==> config.mk <==
export PLATFORM = sky130hd
export DESIGN_NAME = mult_issue_hilo
export DESIGN_NICKNAME = d
export VERILOG_FILES = /design/src/rtl/core_defs.sv /design/src/rtl/mult_issue_hilo.sv
export SDC_FILE = /design/constraint.sdc
export NUM_CORES = 1
export LEC_CHECK = 0
export CAP_MARGIN = 30
export CELL_PAD_IN_SITES_DETAIL_PLACEMENT = 0
export CELL_PAD_IN_SITES_GLOBAL_PLACEMENT = 1
export CORE_MARGIN = 10
export CORE_UTILIZATION = 28
export DETAILED_ROUTE_END_ITERATION = 7
export GPL_TIMING_DRIVEN = 0
export PLACE_DENSITY_LB_ADDON = 0.1
export SKIP_CTS_REPAIR_TIMING = 1
export SYNTH_ARGS = -nofsm -noshare
export SYNTH_HDL_FRONTEND = slang
export SYNTH_SLANG_ARGS = --single-unit
==> constraint.sdc <==
create_clock -name clk -period 1.85 [get_ports clk]
set_clock_uncertainty 0.1 [all_clocks]
set_input_delay 0.2775 -clock clk [delete_from_list [all_inputs] [get_ports clk]]
set_output_delay 0.2775 -clock clk [all_outputs]
set_load 0.02 [all_outputs]
==> src/rtl/core_defs.sv <==
// Shared encodings for the EX-stage HI/LO multiply path.
package core_defs;

  typedef enum logic [2:0] {
    HILO_NONE  = 3'd0,
    HILO_MULT  = 3'd1,
    HILO_MULTU = 3'd2,
    HILO_MTHI  = 3'd3,
    HILO_MTLO  = 3'd4
  } hilo_op_t;

  localparam logic [1:0] StIdle  = 2'd0;
  localparam logic [1:0] StWait  = 2'd1;
  localparam logic [1:0] StDrain = 2'd2;

  // Earliest wcnt value at which the controller's completion is trusted.
  localparam logic [1:0] MUL_MIN_LAT = 2'd2;

  function automatic logic is_mul_op(input logic [2:0] op);
    return (op == HILO_MULT) || (op == HILO_MULTU);
  endfunction

endpackage

==> src/rtl/mult_issue_hilo.sv <==
// Multiplier requester for EX: issues MULT/MULTU, stalls until the product returns,
// owns the architectural HI/LO registers and drains flushed multiplies silently.
module mult_issue_hilo
  import core_defs::*;
(
  input  logic        clk,
  input  logic        rst,
  input  logic        ex_valid,
  input  logic [2:0]  ex_op,
  input  logic [31:0] ex_rs_data,
  input  logic [31:0] ex_rt_data,
  input  logic        ex_flush,
  output logic        stall_req,
  output logic [31:0] hi_o,
  output logic [31:0] lo_o,
  output logic        mul_start,
  output logic        mul_sign,
  output logic [31:0] mul_a,
  output logic [31:0] mul_b,
  output logic        mul_busy,
  input  logic [63:0] mul_p,
  input  logic        mul_over
);

  logic [1:0]  state_q, state_d;
  logic [1:0]  wcnt_q, wcnt_d;
  logic [31:0] op_a_q, op_a_d;
  logic [31:0] op_b_q, op_b_d;
  logic        sign_q, sign_d;
  logic [31:0] hi_q, hi_d;
  logic [31:0] lo_q, lo_d;

  logic ex_is_mul;
  logic issue;
  logic accept;
  logic move_ok;
  logic [1:0] wcnt_inc;

  always_comb begin
    ex_is_mul = ex_valid & is_mul_op(ex_op);
    issue     = (state_q == StIdle) & ex_is_mul & ~ex_flush;
    // An over seen before MUL_MIN_LAT belongs to a previous, already-rewound operation.
    accept    = (state_q != StIdle) & mul_over & (wcnt_q >= MUL_MIN_LAT);
    wcnt_inc  = (wcnt_q == 2'd3) ? 2'd3 : wcnt_q + 2'd1;
  end

  always_comb begin
    mul_start = 1'b0;
    mul_sign  = sign_q;
    mul_a     = op_a_q;
    mul_b     = op_b_q;
    mul_busy  = 1'b0;
    stall_req = 1'b0;
    unique case (state_q)
      StIdle: begin
        mul_start = issue;
        mul_sign  = (ex_op == HILO_MULT);
        mul_a     = ex_rs_data;
        mul_b     = ex_rt_data;
        stall_req = issue;
      end
      StWait: begin
        mul_start = 1'b1;
        mul_busy  = accept;
        stall_req = ~accept;
      end
      StDrain: begin
        mul_start = 1'b1;
        mul_busy  = accept;
        // Only a new multiply must wait; moves can retire around the drain.
        stall_req = ex_is_mul;
      end
      default: ;
    endcase
  end

  always_comb begin
    move_ok = ex_valid & ~ex_flush & ~stall_req & (state_q != StWait);
  end

  always_comb begin
    state_d = state_q;
    wcnt_d  = wcnt_q;
    op_a_d  = op_a_q;
    op_b_d  = op_b_q;
    sign_d  = sign_q;
    hi_d    = hi_q;
    lo_d    = lo_q;
    unique case (state_q)
      StIdle: begin
        if (issue) begin
          op_a_d  = ex_rs_data;
          op_b_d  = ex_rt_data;
          sign_d  = (ex_op == HILO_MULT);
          wcnt_d  = 2'd1;
          state_d = StWait;
        end
      end
      StWait: begin
        if (accept) begin
          if (!ex_flush) begin
            hi_d = mul_p[63:32];
            lo_d = mul_p[31:0];
          end
          wcnt_d  = 2'd0;
          state_d = StIdle;
        end else begin
          wcnt_d = wcnt_inc;
          if (ex_flush) state_d = StDrain;
        end
      end
      StDrain: begin
        if (accept) begin
          wcnt_d  = 2'd0;
          state_d = StIdle;
        end else begin
          wcnt_d = wcnt_inc;
        end
      end
      default: state_d = StIdle;
    endcase
    if (move_ok && ex_op == HILO_MTHI) hi_d = ex_rs_data;
    if (move_ok && ex_op == HILO_MTLO) lo_d = ex_rs_data;
  end

  always_ff @(posedge clk) begin
    if (rst) begin
      state_q <= StIdle;
      wcnt_q  <= 2'd0;
      op_a_q  <= 32'd0;
      op_b_q  <= 32'd0;
      sign_q  <= 1'b0;
      hi_q    <= 32'd0;
      lo_q    <= 32'd0;
    end else begin
      state_q <= state_d;
      wcnt_q  <= wcnt_d;
      op_a_q  <= op_a_d;
      op_b_q  <= op_b_d;
      sign_q  <= sign_d;
      hi_q    <= hi_d;
      lo_q    <= lo_d;
    end
  end

  assign hi_o = hi_q;
  assign lo_o = lo_q;

endmodule

==> metrics.txt <==
CTS max path bufs=2; Rows=54; Net Count, Synth=825; CP max-delay cell=dfxtp_4; clock share of power=0.460; critical path endpoint category=output port; # IOs=268; max_cap viols=0; violations in the final reports=negative setup slack; unrepaired setup endpoints after global routing=true; worst setup path end=mul_a[18]; syn_area_per_cell=9.09 µm²; Switching Share=0.252; GRT Overall Usage=0.168; sequential share of the synthesized area=0.427; TritonCTS clock tree=yes; global route overflow=0; DR WL/cell=20.4 µm; final hold vios=0; FF-to-FF End=hi_o[12]$_SDFFE_PP0P_; Reg clk slew, reported paths=0.06 ns; CTS Sinks=133; Die Y=169 µm; status=finished with violations; Tmin final=2.28 ns; Req. time, crit path=1.47 ns; critical path arrival=1.90 ns; Worst-Margin Slew=0.722 ns; reg2reg setup slack=-0.30 ns; drt total wl=26500 µm; Hold/Removal Path Class=in2reg; Crit Path Category=reg2out; final setup violation count=133; Port Buffers=266; YS warnings=0; CP most frequent cell=buf_12; root buf cell=clkbuf_16; CP top delay family=buffers and inverters; EDFF count, synth=0; synth unique cells=31; Critical Path Source Type=flop; Psw=2030 µW; Design Power=8070 µW; Remaining DRCs=0; Num CTS Buffers=17; fraction of layout cells with a size suffix above 1=0.260; critical-path cell list=inv_4 > ha_4 > buf_12 > buf_12 > clkbuf_16 > mux2_4 > buf_6; worst setup margin=-0.430 ns; GP Congestion=0.739; fin. max-slew vios=0; initial antenna violation count=2; critical path depth in cells=7; Starting Density=0.285; Max Fclk=0.439 GHz; Post-Syn Instances=685; Gate power share=0.173; Setup TNS Final=-40.51 ns; Reg power frac=0.367; Reg2Reg Depth=10; Antenna Violating Nets Remaining=0; CP startpoint=state_q[0]$_SDFFE_PP0P_; fillcell total=2087; Post-synth ARST share=0; Slew headroom=0.519; worst skew pair latency=0.42 ns; first-pass detailed-route iteration total=6; H-tree Lvls=4; WP buf/inv=5; Detailed Route Iter0 Violations=256; slowest cell delay on critical path=0.38 ns; cell taking the most area after synthesis=dfxtp_1; Via Count=6101; first-pass GRT wire length=37700 µm; most area-consuming cells after synthesis=dfxtp_1, mux2_2, mux2i_1, nand2_1, a211oi_1; leakage power=0.00412 µW; DP HPWL=19000 µm; PD cells=744 nW/µm²; die width=169 µm; Hold Slack=0.329 ns; Mapped Area=6230 µm²; vias per cell=4.70; vias in the first global route=6075; largest fanout on the critical path=6; footprint of the multi-input gates=3510 µm²; Yosys reg bits=133; Nets=1145; CORE AREA=21800 µm²; die area=28600 µm²; peak supply drop=0.000573 V; Worst R2R Start=state_q[0]$_SDFFE_PP0P_; top cell type's share of synthesized area=0.427; Internal Pwr Total=6030 µW; largest net degree at the start of global routing=17; post-route clock period utilization=1.23; Sequential Area=2670 µm²; area delta synth->final=74.1%; Most used DFF post-synth=dfxtp_1
[cells in the mapped netlist (3+ instances only)]
cell type  count
nor2_1        65
inv_1          6
buf_2          9
dfxtp_1      133
buf_4          4
a21oi_1       71
ha_1           4
nor3b_1        3
mux2i_1       64
clkbuf_1      34
a211oi_1      65
nand2_1      133
buf_12         6
mux2_2        65
[worst min-delay path by stage]
stage,start,to,depth (start not counted),slack (ns)
global route,ex_rt_data[16],op_b_q[16]$_SDFFE_PP0P_,3,0.34
floorplan,ex_rs_data[0],op_a_q[0]$_SDFFE_PP0P_,2,0.31
detailed placement,op_a_q[7]$_SDFFE_PP0P_,op_a_q[7]$_SDFFE_PP0P_,2,0.35
finish,ex_rt_data[16],op_b_q[16]$_SDFFE_PP0P_,3,0.33
global placement,op_a_q[27]$_SDFFE_PP0P_,op_a_q[27]$_SDFFE_PP0P_,2,0.34
CTS,ex_rt_data[5],op_b_q[5]$_SDFFE_PP0P_,3,0.32
[power by group through the flow]
| stage | Sequential [µW] | Combinational, µW | Clock [µW] |
|---|---|---|---|
| 3_3_place_gp | 3030 | 1240 | 0 |
| 5_1_grt | 2970 | 1480 | 3890 |
| 4_1_cts | 2960 | 1250 | 3780 |
| 2_1_floorplan | 3060 | 480 | 0 |
| 6_report | 2960 | 1390 | 3710 |
| 3_5_place_dp | 3030 | 1240 | 0 |
[registers in the layout, summed over array words and instances (netlist names)]
name / flops
hi_o: 32
lo_o: 32
op_a_q: 32
op_b_q: 32
state_q: 2
wcnt_q: 2
sign_q: 1
[worst reg2reg max path, delay by kind of cell (launching register included)]
family | cells | cell delay (ns)
adders and majority gates | 1 | 0.16
DFF | 1 | 0.38
and+or+nand+nor | 2 | 0.43
AOI/OAI and AO/OA | 1 | 0.09
muxes | 1 | 0.20
buffers and inverters | 5 | 0.64
[metrics by stage]
stage | worst slack, ns | instances | cell area, µm² | util
after floorplan | 0.0122 | 685 | 6240 | -
after global placement | -1.43 | 1231 | 9260 | 0.424
after detailed placement | -1.40 | 1231 | 9260 | 0.424
after CTS | -1.41 | 1263 | 9890 | 0.453
after global routing | -0.467 | 1298 | 10800 | 0.497
final | -0.430 | 1299 | 10800 | 0.497
[routing by layer]
metal | global-route usage | wire (µm) | up-vias
li1 | - | - | 3033
met1 | 0.210 | 11700 | 2868
met2 | 0.272 | 12600 | 181
met3 | 0.0611 | 1970 | 17
met4 | 0.0353 | 269 | 2
met5 | 0 | 17 | -
[logic make-up after synthesis]
group / after synthesis / synth area share
AO/OA/AOI/OAI: 143 / 0.143
adder cells (fa/ha/maj): 4 / 0.00804
AND/OR/NAND/NOR: 213 / 0.141
XOR/XNOR: 1 / 0.00141
multiplexers: 129 / 0.220
flip-flops: 133 / 0.427
buffers and inverters: 62 / 0.0585
[layout by cell type, fill, tap and decap left out, drive strengths merged]
master	n
a211o	1
a211oi	65
a21boi	1
a21oi	71
and3	1
buf	110
bufinv	4
clkbuf	71
clkdlybuf4s50	198
clkinv	4
clkinvlp	1
dfxtp	133
diode	1
ha	4
inv	7
mux2	65
mux2i	64
nand2	133
nand2b	2
nand3	2
nand3b	1
nand4b	2
nand4bb	1
nor2	66
nor2b	1
nor3b	3
nor4b	1
o211ai	2
o21ai	2
o31ai	1
xor2	1
[cell type report]
type	instances	area share
sequential	133	0.246
buffer	56	0.0463
clock buffer	22	0.0428
tap	280	0.0323
timing repair buffer	301	0.291
inverter	6	0.00254
antenna	1	0.000231
clock inverter	10	0.0158
multi-input combinational	490	0.323
Note: power is estimated with default switching activity, not from simulation.
==> RTL edit 1: new RTL, config.mk and constraints unchanged <==
Make the reset (`rst`) asynchronous in one clocked block.
--- a/src/rtl/mult_issue_hilo.sv
+++ b/src/rtl/mult_issue_hilo.sv
@@ -123,7 +123,7 @@
     if (move_ok && ex_op == HILO_MTLO) lo_d = ex_rs_data;
   end
 
-  always_ff @(posedge clk) begin
+  always_ff @(posedge clk or posedge rst) begin
     if (rst) begin
       state_q <= StIdle;
       wcnt_q  <= 2'd0;
Function: differs if rst is asserted again (counterexample within 4 cycles, from zero or initial values and one cycle with rst high); with rst held inactive, the same outputs for 4 cycles.
==> RTL edit 1 against the original RTL <==
  * The run still ends with negative setup slack left
  * Worst hold slack lost 0.066 ns
  * Maximum frequency down 8.9%
  * Sequential cell count unchanged
  * Synthesized area increased by 9.3%
  * Register-to-register slack worse by 0.06 ns
  * Worst setup slack got worse by 0.22 ns
  * Routed wire length grew 6.7%
  * Cell area is 2.3% higher
  * First-iteration DRC count grew 36%
Power is not compared: it rests on default switching activity, and its combinational part moved more than twofold at a synthesized area within 25%.
==> RTL edit 1: results <==
group,metric,value,unit
outcome,status,"complete, but fails checks",
outcome,violations,"negative setup slack",
drt,wl_met1,12300,um
drt,highest_layer,"met5",
final_layout,drive_gt1_share,31.2,%
drt,wirelength,28300,um
clock_tree,cts_buffers,17,
clock_tree,path_clk_slew,0.06,ns
timing,slew_headroom,45.3,%
drt,met3_length,1800,um
setup_path,worstReg2RegEnd,"op_a_q[19]",
placement,place_congestion,0.811,
grt,grtUsageTotal,17.6,%
setup_path,cp_slowest_cell,"dfrtp_1",
drt,wl_met2,13700,um
placement,placed_area,0.0102,mm^2
logic_synthesis,ys_seq_area_share,48.9,%
clock_tree,htreeDepth,4,
setup_path,r2r_setup_slack,-0.36,ns
setup_path,worst_ep_arrival_time,2.12,ns
grt,grt_pass1_wl,42500,um
logic_synthesis,synth_nets,771,
final_layout,layout.nets,1078,
grt,antenna_found_initial,4,
timing,fin_ws,-0.652,ns
setup_path,r2r_cells,10,
placement,io_buffers,267,
logic_synthesis,synth-warning-count,0,
logic_synthesis,synthTopCellsByArea,"dfrtp_1, mux2_1, mux2_2",
grt,grt_pass1_vias,7089,
clock_tree,clockBufferDepth,2,
placement,dp_hpwl,21000,um
drt,dr.first_iter.drc_count,347,
drt,ant_nets,0,
hold_path,hold_path_class,"primary input to asynchronous set/reset pin",
logic_synthesis,synthArstFlopShare,100,%
timing,whs,0.263,ns
drt,drt-vias-per-instance,5.01,
logic_synthesis,synth_cell_types,36,
setup_path,timing.rr.start,"state_q[0]",
grt,grt_max_degree,37,
setup_path,worst-path-max-fanout,7,
logic_synthesis,synthTopCellsByCount,"dfrtp_1, mux2_1, mux2_2",
clock_tree,cts-root-buf,"clkbuf_16",
clock_tree,insertion_delay,0.42,ns
final_layout,fillerInstances,2332,
power_and_ir_drop,ir_drop,0.579,mV
timing,setup_viol,199,
drt,drt_pass1_iterations,4,
power_and_ir_drop,power_leakage,4.56,nW
setup_path,max_stage_delay,0.42,ns
==> RTL edit 1: changes by cell type in the layout (fill, tap and decap cells not counted), sizes merged, moves of 64 or more <==
cell / delta
a21oi: -67
a211oi: -65
nor3: +64
a31oi: +64
mux2i: -64
dfrtp: +133
nand2: -130
mux2: +66
dfxtp: -133
==> RTL edit 1: how the worst max path moves through the flow <==
stage | from | slack (ns) | end
floorplan | rst | -0.18 | hi_o[0]
global route | state_q[1] | -0.71 | mul_start
global placement | rst | -1.57 | op_a_q[1]
CTS | state_q[1] | -1.40 | stall_req
detailed placement | ex_op[1] | -0.97 | mul_start
finish | state_q[0] | -0.65 | mul_start
==> RTL edit 1: layer usage <==
| metal | GRT usage (%) | vias to the layer above |
|---|---|---|
| met2 | 28.8 | 180 |
| met3 | 5.51 | 28 |
| met1 | 21.7 | 3220 |
| met4 | 5.51 | 2 |
| li1 | - | 2968 |
| met5 | 0 | - |
==> RTL edit 1: cell type report <==
| class | count | area, um^2 | area share (%) |
|---|---|---|---|
| multi-input combinational | 427 | 3450 | 31.1 |
| sequential | 133 | 3330 | 30.0 |
| timing repair buffer | 290 | 2710 | 24.4 |
| buffer | 64 | 594 | 5.36 |
| clock buffer | 20 | 457 | 4.12 |
| tap | 324 | 405 | 3.65 |
| clock inverter | 12 | 119 | 1.07 |
| inverter | 5 | 22.5 | 0.203 |
| antenna | 2 | 5.00 | 0.0451 |
==> RTL edit 1: where the power goes <==
part	internal [W]	switching, W
combinational	0.00483	0.00482
clock	0.00194	0.00144
sequential	0.00437	0.000788
total	0.0111	0.00704
==> RTL edit 1: kinds of logic (layout without fill, tap and decap cells) <==
logic type | Yosys count | count (layout) | synth area share [%]
xor+xnor | 1 | 1 | 0.239
flops | 133 | 133 | 48.9
simple gates | 152 | 152 | 11.8
mux | 131 | 131 | 21.7
other cells | 0 | 2 | 0
buf+inv | 71 | 391 | 4.96
compound gates | 139 | 139 | 11.7
fa+ha+maj | 4 | 4 | 0.735
==> RTL edit 1: per-stage QoR <==
step           util, %  worst slack, ns  TNS [ns]  total power (W)  cells
6_report          46.0           -0.652    -57.93           0.0182   1277
5_1_grt           46.0           -0.706    -72.43           0.0192   1276
4_1_cts           44.5            -1.40   -120.48           0.0181   1257
3_5_place_dp      42.1           -0.971   -110.35           0.0146   1225
3_3_place_gp      41.9            -1.57   -302.60           0.0145   1222
2_1_floorplan        -           -0.179    -24.10           0.0102    631
==> RTL edit 1: critical path: cells and delay by family, from the launching register on <==
family,cells,cell delay (ns)
adder cells (fa/ha/maj),1,0.14
flip-flops,1,0.42
AO/OA/AOI/OAI,1,0.15
AND/OR/NAND/NOR,2,0.36
buffers and inverters,5,0.64
==> RTL edit 2: new RTL, config.mk and constraints unchanged <==
Without the edit above. `lo_q` no longer has a reset.
--- a/src/rtl/mult_issue_hilo.sv
+++ b/src/rtl/mult_issue_hilo.sv
@@ -131,7 +131,6 @@
       op_b_q  <= 32'd0;
       sign_q  <= 1'b0;
       hi_q    <= 32'd0;
-      lo_q    <= 32'd0;
     end else begin
       state_q <= state_d;
       wcnt_q  <= wcnt_d;
@@ -139,8 +138,11 @@
       op_b_q  <= op_b_d;
       sign_q  <= sign_d;
       hi_q    <= hi_d;
-      lo_q    <= lo_d;
     end
+  end
+
+  always_ff @(posedge clk) begin
+    lo_q <= lo_d;
   end
 
   assign hi_o = hi_q;
Behaviour: not the same (a bounded check fails within 4 cycles, from zero or initial values and one cycle with rst high).
==> RTL edit 2 against the original RTL <==
  * The run still ends with negative setup slack left
  * Sequential share of layout area up 3.4 points
  * Synthesized cell count fell by 10%
  * Die area fell by 0.97%
  * Cell area shrank 1.4%
  * Core utilization down 0.56 points
  * Sequential cell count is the same
  * Total power is 3.8% lower
  * Worst hold slack got worse by 0.089 ns
  * Synthesized area fell by 1.1%
  * Routed wire length decreased by 5.3%
  * Worst setup slack improved by 0.0015 ns
  * Clock power down 9.7%
  * Critical endpoint is now mul_a[12]
==> RTL edit 2: results <==
group,metric,value,unit
outcome,status,"complete, but fails checks",
outcome,violations,"negative setup slack",
timing,fin_ws,-0.428,ns
logic_synthesis,synth_cell_types,36,
timing,slew_headroom,57.7,%
drt,drt_pass1_iterations,4,
placement,place_ws,-1.20,ns
logic_synthesis,synth_nets,755,
placement,placed_area,0.00921,mm^2
timing,setup_viol,164,
power_and_ir_drop,power_leakage,4.13,nW
grt,grt_pass1_wl,35900,um
grt,use_met1,19.1,%
drt,wirelength,25100,um
drt,dr.first_iter.drc_count,192,
logic_synthesis,synth_edf_count,32,
power_and_ir_drop,internal_power,0.00579,W
timing,setup_tns,-53.78,ns
setup_path,max_stage_delay,0.36,ns
logic_synthesis,synthTopCellsByCount,"nand2_1, dfxtp_1, a21oi_1, mux2_2, nor2_1",
placement,place_congestion,0.778,
logic_synthesis,synthTopCellsByArea,"dfxtp_1, edfxtp_1, mux2_2",
final_layout,drive_gt1_share,25.5,%
power_and_ir_drop,ir_drop,0.563,mV
grt,antenna_found_initial,4,
placement,dp_hpwl,18100,um
grt,grt_max_degree,33,
grt,use_met3,6.47,%
grt,globalRouteMet2Util,26.5,%
setup_path,worst-path-max-fanout,10,
final_layout,instances_no_fill,1230,
==> RTL edit 2: cell types whose count changed in the layout (fill, tap and decap cells not counted), sizes merged, moves of 3 or more <==
cell / change
clkinv: +4
mux2: +32
edfxtp: +32
clkdlybuf4s50: -3
nand2: +4
clkbuf: -24
dfxtp: -32
buf: -11
dlymetal6s2s: +23
mux2i: -32
nor2: -30
a211oi: -33
==> RTL edit 2: final cells by class <==
class,count,area (um^2)
fillers,1995,11100
multi-input cells,430,3150
repair buffers,300,3140
flip-flops and latches,133,2990
clock buffers,19,443
plain buffers,45,427
well taps,280,350
clock inverters,13,134
inverters,8,47.5
diodes,2,5.00
==> RTL edit 2: worst register-to-register path, cell delays in order, from the launching register on <==
cell,delay [ns]
dfxtp_4,0.37
inv_4,0.04
ha_4,0.16
buf_4,0.14
clkbuf_16,0.15
and3b_2,0.26
and2_4,0.16
buf_12,0.13
buf_12,0.11
clkbuf_16,0.14
mux2i_1,0.22
a211oi_1,0.10
==> RTL edit 2: cell families after synthesis <==
family          after synthesis  synth area share, %
mux                         129                 22.9
buf+inv                      55                 5.04
compound gates              110                 10.6
flops                       133                 48.4
xor+xnor                      1                0.142
simple gates                183                 12.0
fa+ha+maj                     4                0.813
==> RTL edit 2: path summary, 6_finish.rpt <==
kind	startpoint	end	slack, ns	depth (start not counted)
worst min-delay path	ex_op[1]	sign_q	0.24	4
worst max-delay path	state_q[0]	mul_a[12]	-0.43	7
worst min register to register	op_a_q[27]	op_a_q[27]	0.35	2
worst max register to register	state_q[0]	hi_o[7]	-0.37	11
==> RTL edit 2: per-layer routing <==
metal / routed length [um] / vias up
met5: 21 / -
met4: 189 / 4
met3: 2010 / 14
met2: 12600 / 203
met1: 10300 / 2818
li1: - / 2800
